$ cat src/rtl/subtractor_6bits_serial_if.sv
// Handshake and data bundle for the 6-bit bit-serial subtractor.
// The slave side is the subtractor; the master side is whoever issues requests.
interface subtractor_6bits_serial_if;
    logic       i_w_start;
    logic [5:0] i_w_a;
    logic [5:0] i_w_b;
    logic       o_w_ready;
    logic       o_w_busy;
    logic       o_w_done;
    logic [6:0] o_w_d;

    modport slave (
        input  i_w_start,
        input  i_w_a,
        input  i_w_b,
        output o_w_ready,
        output o_w_busy,
        output o_w_done,
        output o_w_d
    );

    modport master (
        output i_w_start,
        output i_w_a,
        output i_w_b,
        input  o_w_ready,
        input  o_w_busy,
        input  o_w_done,
        input  o_w_d
    );
endinterface

$ cat src/rtl/subtractor_6bits_serial.sv
// Bit-serial 6-bit unsigned subtractor: one full-subtractor step per clock, LSB first.
// Result is {borrow, (a-b) mod 64}, held until the next accepted start.
//
// state | meaning
// IDLE  | ready for a request, o_w_d holds the last result
// RUN   | one bit per edge, index 0..5
// DONE  | one-cycle completion pulse, then back to IDLE
module subtractor_6bits_serial (
    input  logic                            i_w_clk,
    input  logic                            i_w_rst_n,
    subtractor_6bits_serial_if.slave        io_bus
);

    typedef enum logic [1:0] {
        S_IDLE = 2'd0,
        S_RUN  = 2'd1,
        S_DONE = 2'd2
    } state_t;

    state_t     r_state;
    state_t     w_state_nxt;

    logic [5:0] r_a;
    logic [5:0] r_b;
    logic       r_borrow;
    logic [2:0] r_idx;
    logic [6:0] r_d;

    logic       w_ready;
    logic       w_busy;
    logic       w_done;
    logic       w_last;
    logic [7:0] w_a_ext;
    logic [7:0] w_b_ext;
    logic       w_a_bit;
    logic       w_b_bit;
    logic       w_diff;
    logic       w_bout;
    logic [7:0] w_d_upd;

    always_ff @(posedge i_w_clk) begin
        if (!i_w_rst_n) begin
            r_state <= S_IDLE;
        end else begin
            r_state <= w_state_nxt;
        end
    end

    // Unused encoding falls through to default and returns to IDLE.
    always_comb begin
        w_state_nxt = S_IDLE;
        w_ready     = 1'b0;
        w_busy      = 1'b0;
        w_done      = 1'b0;
        case (r_state)
            S_IDLE: begin
                w_ready     = 1'b1;
                w_state_nxt = io_bus.i_w_start ? S_RUN : S_IDLE;
            end
            S_RUN: begin
                w_busy      = 1'b1;
                w_state_nxt = w_last ? S_DONE : S_RUN;
            end
            S_DONE: begin
                w_done      = 1'b1;
                w_state_nxt = S_IDLE;
            end
            default: begin
                w_state_nxt = S_IDLE;
            end
        endcase
    end

    assign w_last  = (r_idx >= 3'd5);
    assign w_a_ext = {2'b00, r_a};
    assign w_b_ext = {2'b00, r_b};
    assign w_a_bit = w_a_ext[r_idx];
    assign w_b_bit = w_b_ext[r_idx];
    assign w_diff  = w_a_bit ^ w_b_bit ^ r_borrow;
    assign w_bout  = (~w_a_bit & w_b_bit) | (~(w_a_bit ^ w_b_bit) & r_borrow);

    // Write the current difference bit; the final step also writes the borrow into bit 6.
    always_comb begin
        w_d_upd        = {1'b0, r_d};
        w_d_upd[r_idx] = w_diff;
        if (w_last) begin
            w_d_upd[6] = w_bout;
        end
    end

    always_ff @(posedge i_w_clk) begin
        if (!i_w_rst_n) begin
            r_a      <= 6'd0;
            r_b      <= 6'd0;
            r_borrow <= 1'b0;
            r_idx    <= 3'd0;
            r_d      <= 7'd0;
        end else begin
            case (r_state)
                S_IDLE: begin
                    if (io_bus.i_w_start) begin
                        r_a      <= io_bus.i_w_a;
                        r_b      <= io_bus.i_w_b;
                        r_borrow <= 1'b0;
                        r_idx    <= 3'd0;
                        r_d      <= 7'd0;
                    end
                end
                S_RUN: begin
                    r_d      <= w_d_upd[6:0];
                    r_borrow <= w_bout;
                    r_idx    <= w_last ? 3'd0 : r_idx + 3'd1;
                end
                default: begin
                end
            endcase
        end
    end

    assign io_bus.o_w_ready = w_ready;
    assign io_bus.o_w_busy  = w_busy;
    assign io_bus.o_w_done  = w_done;
    assign io_bus.o_w_d     = r_d;

endmodule

$ cat src/flat_wrapper.sv
// flat-port wrapper written by rule: the top's interface ports become plain ports
module subtractor_6bits_serial_flat 
  (i_w_clk, i_w_rst_n, io_bus_i_w_start, io_bus_i_w_a, io_bus_i_w_b, io_bus_o_w_ready, io_bus_o_w_busy, io_bus_o_w_done, io_bus_o_w_d);
  subtractor_6bits_serial_if io_bus_i ();
  input  logic i_w_clk;
  input  logic i_w_rst_n;
  input wire logic [$bits(io_bus_i.i_w_start)-1:0] io_bus_i_w_start;
  input wire logic [$bits(io_bus_i.i_w_a)-1:0] io_bus_i_w_a;
  input wire logic [$bits(io_bus_i.i_w_b)-1:0] io_bus_i_w_b;
  output wire logic [$bits(io_bus_i.o_w_ready)-1:0] io_bus_o_w_ready;
  output wire logic [$bits(io_bus_i.o_w_busy)-1:0] io_bus_o_w_busy;
  output wire logic [$bits(io_bus_i.o_w_done)-1:0] io_bus_o_w_done;
  output wire logic [$bits(io_bus_i.o_w_d)-1:0] io_bus_o_w_d;
  assign io_bus_i.i_w_start = io_bus_i_w_start;
  assign io_bus_i.i_w_a = io_bus_i_w_a;
  assign io_bus_i.i_w_b = io_bus_i_w_b;
  assign io_bus_o_w_ready = io_bus_i.o_w_ready;
  assign io_bus_o_w_busy = io_bus_i.o_w_busy;
  assign io_bus_o_w_done = io_bus_i.o_w_done;
  assign io_bus_o_w_d = io_bus_i.o_w_d;
  subtractor_6bits_serial u_core (.i_w_clk(i_w_clk), .i_w_rst_n(i_w_rst_n), .io_bus(io_bus_i));
endmodule
$ cat config.mk
export PLATFORM = sky130hd
export DESIGN_NAME = subtractor_6bits_serial_flat
export DESIGN_NICKNAME = d
export VERILOG_FILES = /design/src/rtl/subtractor_6bits_serial_if.sv /design/src/rtl/subtractor_6bits_serial.sv /design/src/flat_wrapper.sv
export SDC_FILE = /design/constraint.sdc
export NUM_CORES = 1
export LEC_CHECK = 0
export CAP_MARGIN = 20
export CORE_UTILIZATION = 25
export DETAILED_ROUTE_END_ITERATION = 10
export HOLD_SLACK_MARGIN = 0.02
export PLACE_DENSITY = 0.43
export SETUP_SLACK_MARGIN = 0.5
export SLEW_MARGIN = 0
export SYNTH_ARGS = -nofsm -noshare
export SYNTH_HDL_FRONTEND = slang
export SYNTH_SLANG_ARGS = --single-unit
$ cat constraint.sdc
create_clock -name i_w_clk -period 2.68 [get_ports i_w_clk]
set_input_delay 0.536 -clock i_w_clk [delete_from_list [all_inputs] [get_ports i_w_clk]]
set_output_delay 0.536 -clock i_w_clk [all_outputs]
set_load 0.005 [all_outputs]
# Yosys cells after proc, flatten, opt, wreduce, memory -nomap -nowiden
# Cells that the tools add are included.
[op_classes] n_addsub=1 n_lt_le_gt_ge=3 eq_ne=3 n_mux=21 n_bitwise=7 reduce_logical=5
[ops] cell="case mux 7 bit (2 select lines)" count=1
[ops] cell="two-way mux 1 bit" count=9
[ops] cell="bitwise mux 8 bit" count=1
[ops] cell="two-way mux 7 bit" count=1
[ops] cell="binary-select mux 1 bit (select 3 bit)" count=2
[ops] cell="two-way mux 3 bit" count=2
[ops] cell="case mux 3 bit (2 select lines)" count=1
[ops] cell="< comparator 3 x 4 -> 1 bit (second input constant)" count=1
[ops] cell="case mux 2 bit (2 select lines)" count=1
[ops] cell="AND reduction 2 bit" count=2
[ops] cell="adder 3 x 1 -> 3 bit (second input constant)" count=1
[ops] cell="demux 1 bit (select 3 bit)" count=1
[ops] cell="greater-or-equal comparator 3 x 1 -> 1 bit (second input constant)" count=1
[ops] cell="greater-or-equal comparator 3 bit (second input constant)" count=1
[ops] cell="AND 1 bit" count=2
[ops] cell="equality test 2 x 1 -> 1 bit (second input constant)" count=1
[ops] cell="equality test 2 bit (second input constant)" count=1
[ops] cell="logical NOT 2 bit" count=1
[ops] cell="two-way mux 2 bit" count=1
[ops] cell="inequality test 2 bit (second input constant)" count=1
[ops] cell="inverter 1 bit" count=2
[ops] cell="case mux 1 bit (2 select lines)" count=1
[ops] cell="nonzero test 2 bit" count=1
[ops] cell="bitwise XOR 1 bit" count=2
[ops] cell="2 further kinds" count=2
[totals] register_bits=25 inputBits=15 output_inout_bits=10 elab_cells=46

# Longest topological paths before layout
[depth] word_depth=8 ltp_mapped=7 depth_no_buf=6

# Worst setup path after synthesis
# No wires, ideal clock.
[synth_timing] kind="register -> register" start="register u_core.r_idx[2]" end="register u_core.r_d[0], in the netlist u_core.io_bus.o_w_d[0]" setup_ns=0.059 arrival_ns=1.976 required_ns=2.621 slack_ns=0.645 path_stages_with_launch=8 n_path_buf=1 path_cell_list="dfxtp_1 > clkbuf_1 > mux2i_1 > o21ai_0 > a21oi_1 > fa_1 > nor2b_1 > mux2_2"
[synth_via] elab_chain_len=6 word_cells_on_any_way=13 cone_classes="2 x order compare; 8 x mux; 2 x bitwise; 1 x reduce/logical"
[synth_lines] item="from (decl)" line="subtractor_6bits_serial.sv:26" rtl="logic [2:0] r_idx;"
[synth_lines] item="from (signal assigned)" line="subtractor_6bits_serial.sv:112" rtl="r_idx <= w_last ? 3'd0 : r_idx + 3'd1;"
[synth_lines] item="< comparator 3 x 4 -> 1 bit (not written as such), or another cell as far along" line="subtractor_6bits_serial.sv:85" rtl="w_d_upd[r_idx] = w_diff;"
[synth_lines] item="logical AND 1 bit (not written as such), or another cell as far along" line="subtractor_6bits_serial.sv:85"
[synth_lines] item="two-way mux 1 bit (not written as such) / bitwise XOR 1 bit (equally long branches)" line="subtractor_6bits_serial.sv:85, subtractor_6bits_serial.sv:79"
[synth_lines] item="demux 1 bit (select 3 bit) / bitwise XOR 1 bit (equally long branches)"
[synth_lines] item="bitwise mux 8 bit (*)" line="subtractor_6bits_serial.sv:85"
[synth_lines] item="case mux 7 bit (2 select lines) (*)" line="subtractor_6bits_serial.sv:99" rtl="case (r_state)"
[synth_lines] item="to (signal assigned)" line="subtractor_6bits_serial.sv:110" rtl="r_d <= w_d_upd[6:0];"
[synth_lines] item="to (decl)" line="subtractor_6bits_serial.sv:27" rtl="logic [6:0] r_d;"
# Every way passes the cells marked *; elsewhere a longest branch is shown, timed or not. The select of a mux whose other input is x is not followed.
# A chain may end at the register's enable or synchronous reset.

# Worst setup path after layout
[layout_timing] start="register u_core.r_idx[0]" end="register u_core.r_d[5], in the netlist u_core.io_bus.o_w_d[5]"
# The elaborated chain is that of the path after synthesis.

==> impl_metrics.yaml <==
status:
  status: "finished clean"
timing:
  clock.fmax_mhz: 497
  min_period_ns: 2.01
  clock_skew_ns: 0.00488
  setup_viol: 0
  slew_headroom: 0.644
  fin_crit_sh: 0.751
  hold_viol: 0
  tns_ns: 0
  maxSlewViolCount: 0
  worst_pin_slew_ns: 0.532
  rsz0062_at_grt: "false"
placed_design:
  dp.cells: 222
  port_buffers: 24
  postPlaceCellArea_um2: 1530
  gp_congestion: 0.775
  post-dp-hpwl_um: 1950
die:
  die_area_um2: 5160
  die_w_um: 71.9
  fp.dieH_um: 71.9
  num_rows: 25
  start_util: 0.258
  core_area_um2: 4720
  io_pins: 25
flow_run:
  maxCapViolations: 0
grt:
  grt_max_degree: 17
  grt.total_usage: 0.112
  grt_first_pass_wirelength_um: 4520
  grt_overflow: 0
  grt_pass1_vias: 940
  antenna_found_initial: 0
cells_and_area:
  fill_cells: 509
  layout-drive-gt1-share: 0.119
  fin_area_um2: 1590
  instances_no_fill: 226
  most-common-layout-cells: "nand2_1 (26), clkdlybuf4s50_1 (24), dfxtp_1 (24)"
  layout_commonest_cell: "nand2_1"
  syn2layout_area_growth_pct: 30.4
  nNetsFinal: 178
  antennaDiodeCount: 0
detailed_routing:
  dr.pass1.iters: 4
  wire_per_inst_um: 11.9
  post-route-drc-count: 0
  finalWirelength_um: 2690
  drt-vias-per-instance: 4.40
  vias: 994
  first_iter_violations: 99
  ant_nets: 0
worst_hold_path:
  hp-class: "flop to flop"
synth:
  synth_edf_count: 0
  synth_flop_cell: "dfxtp_1"
  synth_cell_types: 39
  synth-seq-cells: 25
  syn_avg_cell_area_um2: 8.97
  yosysWarnings: 0
  synth_area_um2: 1220
  postSynthCellCount: 136
  synth-seq-area-share: 0.410
  synth_nets: 154
  async_flop_share: 0
critical_path:
  start_kind: "flop"
  end_kind: "flop"
  rr_worst_depth: 7
  cp_slowest_cell: "dfxtp_1"
  crit_fanout: 10
  critPathArrivalTime_ns: 2.18
  crit_start: "u_core.r_idx[0]"
  cp.depth: 7
  worst_r2r_endpoint: "u_core.io_bus.o_w_d[5]"
  cp_top_family: "flip-flops"
  path_class: "flop to flop"
  rrSetupSlack_ns: 0.67
  path_cells: "buf_4, nor2_1, nand3_1, o221ai_1, fa_1, nor2b_2, mux2_4"
  cp-endpoint: "u_core.io_bus.o_w_d[5]"
  crit_required_ns: 2.85
  slowest_delay_ns: 0.52
  worstReg2RegStart: "u_core.r_idx[0]"
  path_buf_inv: 1
clock_tree:
  cts_root_buffer: "clkbuf_8"
  clkSlewWorstSetupHoldPaths_ns: 0.09
  clockBufferDepth: 2
  cts_tree: "done"
  insertion_delay_ns: 0.27
  htree_levels: 1
  cts_inserted_buffers: 3
  clock_sinks: 25
power:
  p_total_w: 0.000734
  p_leak_nw: 0.591
  vdd_drop_max_v: 0.000211
  power_density_nw_per_um2: 462
[power by group]
group	leakage [nW]	internal [W]	total, W	switching, W
registers	0.204	0.000386	0.000400	0.0000136
logic	0.365	0.0000559	0.000106	0.0000499
clock network	0.0228	0.000106	0.000228	0.000122
total	0.591	0.000549	0.000734	0.000186
[area by class of cell]
type                            instances  area [um2]  share of cell area
Clock buffer                            4        45.0              0.0283
Inverter                                2        10.0             0.00629
Multi-Input combinational cell         99         672               0.423
Sequential cell                        25         502               0.315
Tap cell                               67        83.8              0.0527
Timing Repair Buffer                   29         278               0.175
[cell families after synthesis]
group | share of synthesized area
multiplexers | 0.0974
buffers and inverters | 0.0472
adder cells (fa/ha/maj) | 0.0369
flip-flops | 0.410
AO/OA/AOI/OAI | 0.167
AND/OR/NAND/NOR | 0.241
[worst reg2reg max path: stages, from the launching register on]
cell and delay (ns):
dfxtp_1 0.52, buf_4 0.23, nor2_1 0.07, nand3_1 0.10, o221ai_1 0.13, fa_1 0.52
nor2b_2 0.07, mux2_4 0.27
[cells in the mapped netlist, types with 2 or more instances]
cell type	instances	area (um2)
a21oi_1	4	20.0
ha_1	2	25.0
nand3_1	7	35.0
buf_2	3	15.0
mux2_4	3	45.0
clkbuf_1	5	18.8
nor2_1	2	7.51
nand2b_1	2	12.5
dfxtp_1	25	500
nor2b_1	2	12.5
nand4_1	2	12.5
or3_1	2	12.5
o21a_1	2	15.0
a21boi_0	13	97.6
and3_1	7	43.8
mux2_2	3	33.8
mux2i_1	4	40.0
nor3b_1	2	15.0
nand2_1	26	97.6
[flip-flops by register name, indices dropped and copies added (netlist names)]
signal / flops
u_core.io_bus.o_w_d: 7
u_core.r_a: 6
u_core.r_b: 6
u_core.r_idx: 3
u_core.r_state: 2
u_core.r_borrow: 1
[metrics by stage]
stage / hold slack [ns] / setup WS (ns) / utilization
finish: 0.467 / 0.667 / 0.337
global route: 0.497 / 0.506 / 0.337
CTS: 0.473 / 0.516 / 0.334
detailed placement: 0.461 / 0.547 / 0.324
global placement: 0.463 / 0.549 / 0.324
floorplan: 0.435 / 0.645 / -
[layer usage]
layer  wire length [um]  GRT usage
met5                  0          0
met4                 17     0.0261
met3                103     0.0352
met2               1220      0.180
met1               1350      0.147
[worst min-delay path by stage]
| stage | end | startpoint | slack, ns | depth (start not counted) |
|---|---|---|---|---|
| after floorplan | u_core.r_b[4] | u_core.r_b[4] | 0.44 | 2 |
| after global placement | u_core.r_b[2] | u_core.r_b[2] | 0.46 | 2 |
| after detailed placement | u_core.r_b[2] | u_core.r_b[2] | 0.46 | 2 |
| after CTS | u_core.r_b[2] | u_core.r_b[2] | 0.47 | 2 |
| after global routing | u_core.r_b[3] | u_core.r_b[3] | 0.50 | 2 |
| final | u_core.r_b[2] | u_core.r_b[2] | 0.47 | 2 |
[timing repair]
item                                    4_1_cts  5_1_grt
gates resized for setup                       1        4
buffers inserted                              0        0
endpoints found under the setup margin        1        7
hold buffers                                  0        0
No activity file was read; power rests on OpenSTA's default activity.
